==> config.mk <==
export PLATFORM = sky130hd
export DESIGN_NAME = adc_afe_ctrl_multi
export DESIGN_NICKNAME = d
export VERILOG_FILES = /design/src/rtl/afe_pkg.sv /design/src/rtl/afe_tick_gen.sv /design/src/rtl/adc_afe_ctrl_multi.sv
export SDC_FILE = /design/constraint.sdc
export NUM_CORES = 1
export LEC_CHECK = 0
export BUFFER_PORTS_ARGS = -buffer_cell sky130_fd_sc_hd__buf_2
export CORE_ASPECT_RATIO = 0.6
export CORE_MARGIN = 4
export CORE_UTILIZATION = 57
export DETAILED_ROUTE_END_ITERATION = 10
export PLACE_DENSITY = 0.79
export SKIP_CTS_REPAIR_TIMING = 1
export SLEW_MARGIN = 20
export SYNTH_ARGS = -nofsm -noshare
export SYNTH_HDL_FRONTEND = slang
export SYNTH_SLANG_ARGS = --single-unit
==> constraint.sdc <==
create_clock -name clk_in -period 2.3 [get_ports clk_in]
set_clock_uncertainty 0.1 [all_clocks]
set_input_delay 0.115 -clock clk_in [delete_from_list [all_inputs] [get_ports clk_in]]
set_output_delay 0.115 -clock clk_in [all_outputs]
set_load 0.005 [all_outputs]
==> src/rtl/afe_pkg.sv <==
`default_nettype none
// ============================================================================
// afe_pkg : shared state encoding and constants for the AFE controller. Rev 1.0
// ============================================================================
package afe_pkg;

  localparam int CH_IDX_W     = 3;
  localparam int DEBOUNCE_CNT = 4;
  localparam int DEBOUNCE_TMO = 64;

  typedef enum logic [2:0] {
    RST_WAIT = 3'd0,
    IDLE     = 3'd1,
    APPLY    = 3'd2,
    SETTLE   = 3'd3,
    SAMPLE   = 3'd4
  } afe_state_t;

endpackage
`default_nettype wire

==> src/rtl/afe_tick_gen.sv <==
`default_nettype none
// ============================================================================
// afe_tick_gen : free-running divider, 1-cycle tick at terminal count. Rev 1.0
// ============================================================================
module afe_tick_gen #(
  parameter int CLK_DIV = 25
) (
  input  logic clk_in,
  input  logic rst_in,
  output logic tick_out
);

  localparam int CW = $clog2(CLK_DIV);

  logic [CW-1:0] cnt_q, cnt_d;

  always_comb begin
    tick_out = (cnt_q == CW'(CLK_DIV - 1));
    cnt_d    = tick_out ? '0 : cnt_q + 1'b1;
  end

  always_ff @(posedge clk_in or posedge rst_in) begin
    if (rst_in) cnt_q <= '0;
    else        cnt_q <= cnt_d;
  end

endmodule
`default_nettype wire

==> src/rtl/adc_afe_ctrl_multi.sv <==
`default_nettype none
// ============================================================================
// adc_afe_ctrl_multi : round-robin AFE gain/nSHDN apply + termination sample.
// Option AFE_TERM_DEBOUNCE_EN: debounced termination sample. Rev 1.0
// ============================================================================
module adc_afe_ctrl_multi
  import afe_pkg::*;
#(
  parameter int N_CH         = 4,
  parameter int GAIN_W       = 2,
  parameter int CLK_DIV      = 25,
  parameter int RST_TICKS    = 255,
  parameter int SETTLE_TICKS = 8
) (
  input  logic                   clk_in,
  input  logic                   rst_in,
  input  logic [N_CH*GAIN_W-1:0] gain_in,
  input  logic [N_CH-1:0]        pwr_en_in,
  input  logic [N_CH-1:0]        term_in,
  output logic [N_CH*GAIN_W-1:0] gain_out,
  output logic [N_CH-1:0]        nshdn_out,
  output logic [N_CH-1:0]        term_state_out,
  output logic                   busy_out,
  output logic                   done_out,
  output logic [CH_IDX_W-1:0]    done_ch_out
);

  localparam int CNT_W = 16;

  logic tick;

  afe_tick_gen #(.CLK_DIV(CLK_DIV)) u_tick (
    .clk_in   (clk_in),
    .rst_in   (rst_in),
    .tick_out (tick)
  );

  afe_state_t                state_q, state_d;
  logic [CNT_W-1:0]          wait_cnt_q, wait_cnt_d;
  logic [CH_IDX_W-1:0]       sel_q, sel_d, rr_q, rr_d, done_ch_q, done_ch_d;
  logic [N_CH*GAIN_W-1:0]    shadow_gain_q, shadow_gain_d, gain_q, gain_d;
  logic [N_CH-1:0]           shadow_pwr_q, shadow_pwr_d, valid_q, valid_d;
  logic [N_CH-1:0]           nshdn_q, nshdn_d, term_state_q, term_state_d;
  logic [N_CH-1:0]           term_meta_q, term_sync_q;
  logic                      busy_q, busy_d, done_q, done_d;
  logic [N_CH-1:0]           pending;
  logic                      found, cur_term, sample_exit;
  logic [CH_IDX_W-1:0]       pick;
`ifdef AFE_TERM_DEBOUNCE_EN
  logic [2:0]                dbc_cnt_q, dbc_cnt_d;
  logic                      dbc_last_q, dbc_last_d;
  logic [6:0]                tmo_cnt_q, tmo_cnt_d;
`endif

  always_comb begin
    state_d       = state_q;
    wait_cnt_d    = wait_cnt_q;
    sel_d         = sel_q;
    rr_d          = rr_q;
    shadow_gain_d = shadow_gain_q;
    shadow_pwr_d  = shadow_pwr_q;
    valid_d       = valid_q;
    gain_d        = gain_q;
    nshdn_d       = nshdn_q;
    term_state_d  = term_state_q;
    busy_d        = busy_q;
    done_d        = 1'b0;
    done_ch_d     = done_ch_q;
    sample_exit   = 1'b0;
    found         = 1'b0;
    pick          = '0;
    cur_term      = 1'b0;
`ifdef AFE_TERM_DEBOUNCE_EN
    dbc_cnt_d     = dbc_cnt_q;
    dbc_last_d    = dbc_last_q;
    tmo_cnt_d     = tmo_cnt_q;
`endif

    for (int c = 0; c < N_CH; c++) begin
      pending[c] = !valid_q[c]
                 || (gain_in[c*GAIN_W +: GAIN_W] != shadow_gain_q[c*GAIN_W +: GAIN_W])
                 || (pwr_en_in[c] != shadow_pwr_q[c]);
      if (c == int'(sel_q)) cur_term = term_sync_q[c];
    end

    // First pending channel at or above the rr pointer, wrapping.
    for (int i = 0; i < N_CH; i++) begin
      for (int c = 0; c < N_CH; c++) begin
        if (!found && pending[c] && (c == (int'(rr_q) + i) % N_CH)) begin
          found = 1'b1;
          pick  = CH_IDX_W'(c);
        end
      end
    end

    if (tick) begin
      case (state_q)
        RST_WAIT: begin
          if (wait_cnt_q == CNT_W'(RST_TICKS - 1)) begin
            state_d    = IDLE;
            wait_cnt_d = '0;
          end else begin
            wait_cnt_d = wait_cnt_q + 1'b1;
          end
        end
        IDLE: begin
          if (found) begin
            sel_d   = pick;
            state_d = APPLY;
          end
        end
        APPLY: begin
          for (int c = 0; c < N_CH; c++) begin
            if (c == int'(sel_q)) begin
              shadow_gain_d[c*GAIN_W +: GAIN_W] = gain_in[c*GAIN_W +: GAIN_W];
              gain_d[c*GAIN_W +: GAIN_W]        = gain_in[c*GAIN_W +: GAIN_W];
              shadow_pwr_d[c] = pwr_en_in[c];
              nshdn_d[c]      = pwr_en_in[c];
              valid_d[c]      = 1'b1;
            end
          end
          wait_cnt_d = '0;
          state_d    = SETTLE;
        end
        SETTLE: begin
          if (wait_cnt_q == CNT_W'(SETTLE_TICKS - 1)) begin
            state_d    = SAMPLE;
            wait_cnt_d = '0;
`ifdef AFE_TERM_DEBOUNCE_EN
            dbc_cnt_d  = '0;
            tmo_cnt_d  = '0;
`endif
          end else begin
            wait_cnt_d = wait_cnt_q + 1'b1;
          end
        end
        SAMPLE: begin
`ifdef AFE_TERM_DEBOUNCE_EN
          dbc_cnt_d   = (dbc_cnt_q != 3'd0 && cur_term == dbc_last_q) ? dbc_cnt_q + 3'd1 : 3'd1;
          dbc_last_d  = cur_term;
          tmo_cnt_d   = tmo_cnt_q + 7'd1;
          sample_exit = (dbc_cnt_d == 3'(DEBOUNCE_CNT)) || (tmo_cnt_q == 7'(DEBOUNCE_TMO - 1));
`else
          sample_exit = 1'b1;
`endif
          if (sample_exit) begin
            for (int c = 0; c < N_CH; c++) begin
              if (c == int'(sel_q)) term_state_d[c] = cur_term;
            end
            done_d    = 1'b1;
            done_ch_d = sel_q;
            rr_d      = (int'(sel_q) == N_CH - 1) ? '0 : sel_q + 1'b1;
            state_d   = IDLE;
          end
        end
        default: begin
          state_d    = RST_WAIT;
          wait_cnt_d = '0;
        end
      endcase
      busy_d = (state_d != IDLE);
    end
  end

  always_ff @(posedge clk_in or posedge rst_in) begin
    if (rst_in) begin
      state_q       <= RST_WAIT;
      wait_cnt_q    <= '0;
      sel_q         <= '0;
      rr_q          <= '0;
      shadow_gain_q <= '0;
      shadow_pwr_q  <= '0;
      valid_q       <= '0;
      gain_q        <= '0;
      nshdn_q       <= '0;
      term_state_q  <= '0;
      term_meta_q   <= '0;
      term_sync_q   <= '0;
      busy_q        <= 1'b1;
      done_q        <= 1'b0;
      done_ch_q     <= '0;
`ifdef AFE_TERM_DEBOUNCE_EN
      dbc_cnt_q     <= '0;
      dbc_last_q    <= 1'b0;
      tmo_cnt_q     <= '0;
`endif
    end else begin
      state_q       <= state_d;
      wait_cnt_q    <= wait_cnt_d;
      sel_q         <= sel_d;
      rr_q          <= rr_d;
      shadow_gain_q <= shadow_gain_d;
      shadow_pwr_q  <= shadow_pwr_d;
      valid_q       <= valid_d;
      gain_q        <= gain_d;
      nshdn_q       <= nshdn_d;
      term_state_q  <= term_state_d;
      term_meta_q   <= term_in;
      term_sync_q   <= term_meta_q;
      busy_q        <= busy_d;
      done_q        <= done_d;
      done_ch_q     <= done_ch_d;
`ifdef AFE_TERM_DEBOUNCE_EN
      dbc_cnt_q     <= dbc_cnt_d;
      dbc_last_q    <= dbc_last_d;
      tmo_cnt_q     <= tmo_cnt_d;
`endif
    end
  end

  assign gain_out       = gain_q;
  assign nshdn_out      = nshdn_q;
  assign term_state_out = term_state_q;
  assign busy_out       = busy_q;
  assign done_out       = done_q;
  assign done_ch_out    = done_ch_q;

endmodule
`default_nettype wire

# == Word-level counts from Yosys, hierarchy flattened ==
# Index checks and enable logic that the tools add are counted.
# op_classes
n_addsub,6
n_eq_ne,32
mux,46
n_bitwise,4
reduce_logical,79
# ops
cell,count
$logic_not 32->1,4
$mux 3,18
$pmux 16 s3,1
$mux 16,2
$logic_and 1x1->1,31
$reduce_and 3->1,9
$eq 3x3->1 const A,8
$mux 1,22
$logic_not 1->1,19
$add 16x1->16 const B,1
$eq 16x3->1 const B,1
$eq 16x8->1 const B,1
$pmux 3 s5,1
$eq 2x3->1 const A,4
$logic_or 1x1->1,8
$ne 2x2->1,4
$reduce_or 2->1,4
$eq 3x2->1 const B,2
$eq 3x3->1 const B,2
$logic_not 3->1,2
$add 5x1->5 const B,1
$eq 5x5->1 const B,1
$mux 5,1
$add 2x1->2 const B,2
10 further kinds,18
# word_totals
ff_bits,62
inputBits,18
output_inout_bits,21
wordCells,193

# == Depth between registers and ports, before layout ==
# depth
depth_word,69
ltp_mapped,9
depth_no_buf,7

# == Cells and area by module ==
# From an unflattened synthesis, not the netlist that was laid out.
# hier_totals
cells_unflattened,277
area_unflattened_um2,2956.6
# by_module_without_submodules
mod,instances,cells_per_inst,area_per_inst_um2,seq_area_each_um2
adc_afe_ctrl_multi,1,251,2705.1,1377.6
afe_tick_gen,1,26,251.5,125.1

# == Worst setup path after synthesis ==
# OpenSTA, ideal clock, no wires.
# synth_timing
kind,register to register
from,reg u_tick.cnt_q[0]
to,reg term_state_q[0] (netlist: term_state_out[0])
setup_ps,125
arrival_ps,1659
required_time_ps,2075
setup_slack_ps,416
path_stages_with_launch,9
n_path_buf,2
period_less_slack_ps,1884
cell_sequence,dfrtp_1 inv_1 ha_1 and4b_1 buf_4 and3_1 buf_2 nand2_1 mux2_2
# synth_between
elab_chain_len,2
# synth_rtl
item,line,source
from (decl),afe_tick_gen.sv:15,"logic [CW-1:0] cnt_q, cnt_d;"
from (signal assigned),afe_tick_gen.sv:24,else cnt_q <= cnt_d;
$eq 5x5->1,afe_tick_gen.sv:18,tick_out = (cnt_q == CW'(CLK_DIV - 1));
$reduce_and 3->1 (no source line),--,
to (signal assigned),adc_afe_ctrl_multi.sv:197,term_state_q <= term_state_d;
to (decl),adc_afe_ctrl_multi.sv:43,"logic [N_CH-1:0] nshdn_q, nshdn_d, term_state_q, term_state_d;"
# No other way between the ends.
# A chain may end at the register's enable or synchronous reset.

# == Final worst setup path ==
# layout_timing
from,reg wait_cnt_q[0]
to,reg wait_cnt_q[13]
# layout_between
elab_chain_len,3
elab_cells_between_ends,6
classes_between,add/sub (1); eq/ne (2); mux (3)
# layout_rtl
item,line,source
from (decl),adc_afe_ctrl_multi.sv:39,"logic [CNT_W-1:0] wait_cnt_q, wait_cnt_d;"
from (signal assigned),adc_afe_ctrl_multi.sv:189,wait_cnt_q <= wait_cnt_d;
$add 16x1->16 (tied with other cells),"adc_afe_ctrl_multi.sv:103, adc_afe_ctrl_multi.sv:134",
$mux 16 (on tied branches),"adc_afe_ctrl_multi.sv:126, adc_afe_ctrl_multi.sv:99",
$pmux 16 s3 (*),adc_afe_ctrl_multi.sv:97,case (state_q)
# Every way passes the cells marked *; elsewhere a longest branch is shown, timed or not.

==> results.ini <==
[logic_synthesis]
yosysSeqAreaShare = 0.517
synth.most_common_cell = dfrtp_1
synthCells = 263
synth.area.top_cells = dfrtp_1, xnor2_1, mux2_2
syn_avg_cell_area_um2 = 11.1
synth_top_area_frac = 0.508
ys_types = 48
ys_ff_latch = 60
synth_top_area_cell = dfrtp_1
synth_nets = 289
synth_edf_count = 0
yosysWarnings = 0
yosys-top-cells-count = dfrtp_1, nand2_1, nor2_1
ys.flop_type = dfrtp_1
syn_area_mm2 = 0.00291
synthArstFlopShare = 1.00

[global_route]
grt_first_pass_wirelength_mm = 10.3
grt_overflow = 0
grt_max_degree = 32
grt_pass1_vias = 2107
antenna_found_initial = 0
grt_util_all_layers = 0.213

[placed_design]
gp_congestion = 0.839
portBuffers = 37
hpwl_mm = 4.36
placed_cells = 365
place_ws_ns = 0.191
post_dp_cell_area_mm2 = 0.00319

[sta]
slew_violations = 0
rsz0062_at_grt = no
tns_ns = 0
max_freq_mhz = 472
fin_crit_sh = 0.921
hold_violations = 0
setup_viol = 0
layout_min_cycle_time_ns = 2.12
holdWs_ns = 0.249
fin_ws_ns = 0.181

[worst_setup_path]
crit_type = flop to flop
crit_required_ns = 2.42
cp_max_fo = 10
r2r-start = wait_cnt_q[0]
r2r.worst_path.cells = 6
start_kind = flop
reg2reg_slack_ns = 0.18
cp-end-kind = flop
cp.arrival_ns = 2.24
r2r_end = wait_cnt_q[13]

[clocking]
cts_made_buffers = 9
worst_setup_hold_path_clk_slew_ns = 0.07
clock_path_buffers = 2
cts_htree_levels = 3
clock_sink_count = 60
cts_root_buffer = clkbuf_8
clk_latency_ns = 0.34
tritoncts = built

[route]
drc = 0
drtAntennaViolNets = 0
detail_route.iter0.violations = 116
via_per_inst = 5.42
routedWlPerCell_um = 15.7
num_vias = 2158
wirelength_mm = 6.26
drt_first_pass_iters = 4

[pwr]
powerDensity_mw_per_mm2 = 628
power.leakage_nw = 1.63
power.share.clock = 0.469
power.share.combinational = 0.049
p_sw_frac = 0.215
internal_power_mw = 1.77
seq_power_share = 0.482
vdd_drop_max_uv = 766
p_total_mw = 2.25
switchingPower_mw = 0.484

[layout]
fin_area_mm2 = 0.00359
fin_nets = 356
fin_cells = 398
multi_input_area_mm2 = 0.00132
fillers = 331
drive_gt1_frac = 0.278
seq_area_mm2 = 0.00150
finish.utilization = 0.755
syn_to_final_growth_pct = 23.4
antenna_cells = 0

[run]
max-cap-violations = 0

[floorplan]
rows = 19
initial_core_util = 0.612
die_area_mm2 = 0.00635
die-width_um = 100
die_h_um = 63.3
pin_count = 39
coreArea_mm2 = 0.00475

[min_path]
min_from = term_meta_q[0]
hold-path-endpoint = term_sync_q[0]
hp-class = flop to flop
holdPathStages = 0

[outcome]
outcome = completed

## placed cells by master (no fill, tap or decap), drive strengths merged, types with 2 or more instances in the layout
cell	instances
dfrtp	59
buf	45
nand2	25
nor2	25
xnor2	24
mux2	20
dlygate4sd3	17
inv	12
clkbuf	10
o21ai	10
a21oi	8
ha	8
nand2b	6
nand4	6
o31ai	6
nor3	6
nand3	4
mux2i	4
nor4	3
or3	3
clkinvlp	3
nor2b	2
and4	2
a41oi	2
or2	2
bufinv	2
and3	2
o2111ai	2
## worst max path at each step
stage,startpoint,to,slack [ns],cells after the start
after floorplan,u_tick.cnt_q[0],term_state_out[0],0.42,8
after global placement,wait_cnt_q[0],wait_cnt_q[7],0.26,6
after detailed placement,u_tick.cnt_q[0],term_state_out[0],0.19,6
after CTS,u_tick.cnt_q[0],term_state_out[0],0.15,6
after global routing,wait_cnt_q[0],wait_cnt_q[13],0.005,6
final,wait_cnt_q[0],wait_cnt_q[13],0.18,6
## power groups by stage
stage | Combinational (mW) | Sequential, mW | Clock, mW
finish | 0.111 | 1.09 | 1.06
global route | 0.125 | 1.09 | 1.13
CTS | 0.0902 | 1.08 | 1.08
detailed placement | 0.0897 | 1.10 | 0
global placement | 0.0870 | 1.10 | 0
floorplan | 0.0467 | 1.10 | 0
## sequential cells by signal (all words and copies together) (netlist names)
signal          cells
busy_out            1
done_ch_out         2
done_out            1
gain_out            2
nshdn_out           3
rr_q                2
sel_q               2
shadow_gain_q       6
shadow_pwr_q        1
state_q             3
term_meta_q         4
term_state_out      4
term_sync_q         4
u_tick.cnt_q        5
valid_q             4
wait_cnt_q         16
## worst max-delay path, cell delays in order, from the launching register on
cell	delay, ns
dfrtp_1	0.41
ha_1	0.28
and4bb_2	0.25
nand4_1	0.17
a32oi_2	0.30
o211a_1	0.38
nor2_1	0.10
## cell type report
type,count,area share
flip-flops and latches,60,0.419
clock buffers,10,0.0383
inverters,12,0.0125
multi-input cells,185,0.368
clock inverters,6,0.0244
repair buffers,62,0.116
well taps,63,0.0220
## metal layers
| metal | up-vias | part of all wire | global-route usage |
|---|---|---|---|
| met4 | 0 | 0.019 | 0.0790 |
| met3 | 12 | 0.057 | 0.0783 |
| met2 | 60 | 0.44 | 0.287 |
| li1 | 1043 | - | - |
| met5 | - | 0 | 0 |
| met1 | 1043 | 0.49 | 0.311 |
## logic make-up (layout without fill, tap and decap cells)
kind of cell | Yosys count | count (layout) | share of synthesized area
AO/OA/AOI/OAI | 37 | 37 | 0.0895
XOR/XNOR | 25 | 25 | 0.0753
adder cells (fa/ha/maj) | 8 | 8 | 0.0344
buffers and inverters | 18 | 90 | 0.0292
flip-flops | 60 | 60 | 0.517
multiplexers | 24 | 24 | 0.0912
other | 1 | 1 | 0.00129
AND/OR/NAND/NOR | 90 | 90 | 0.163
(Power assumes the default switching activity.)
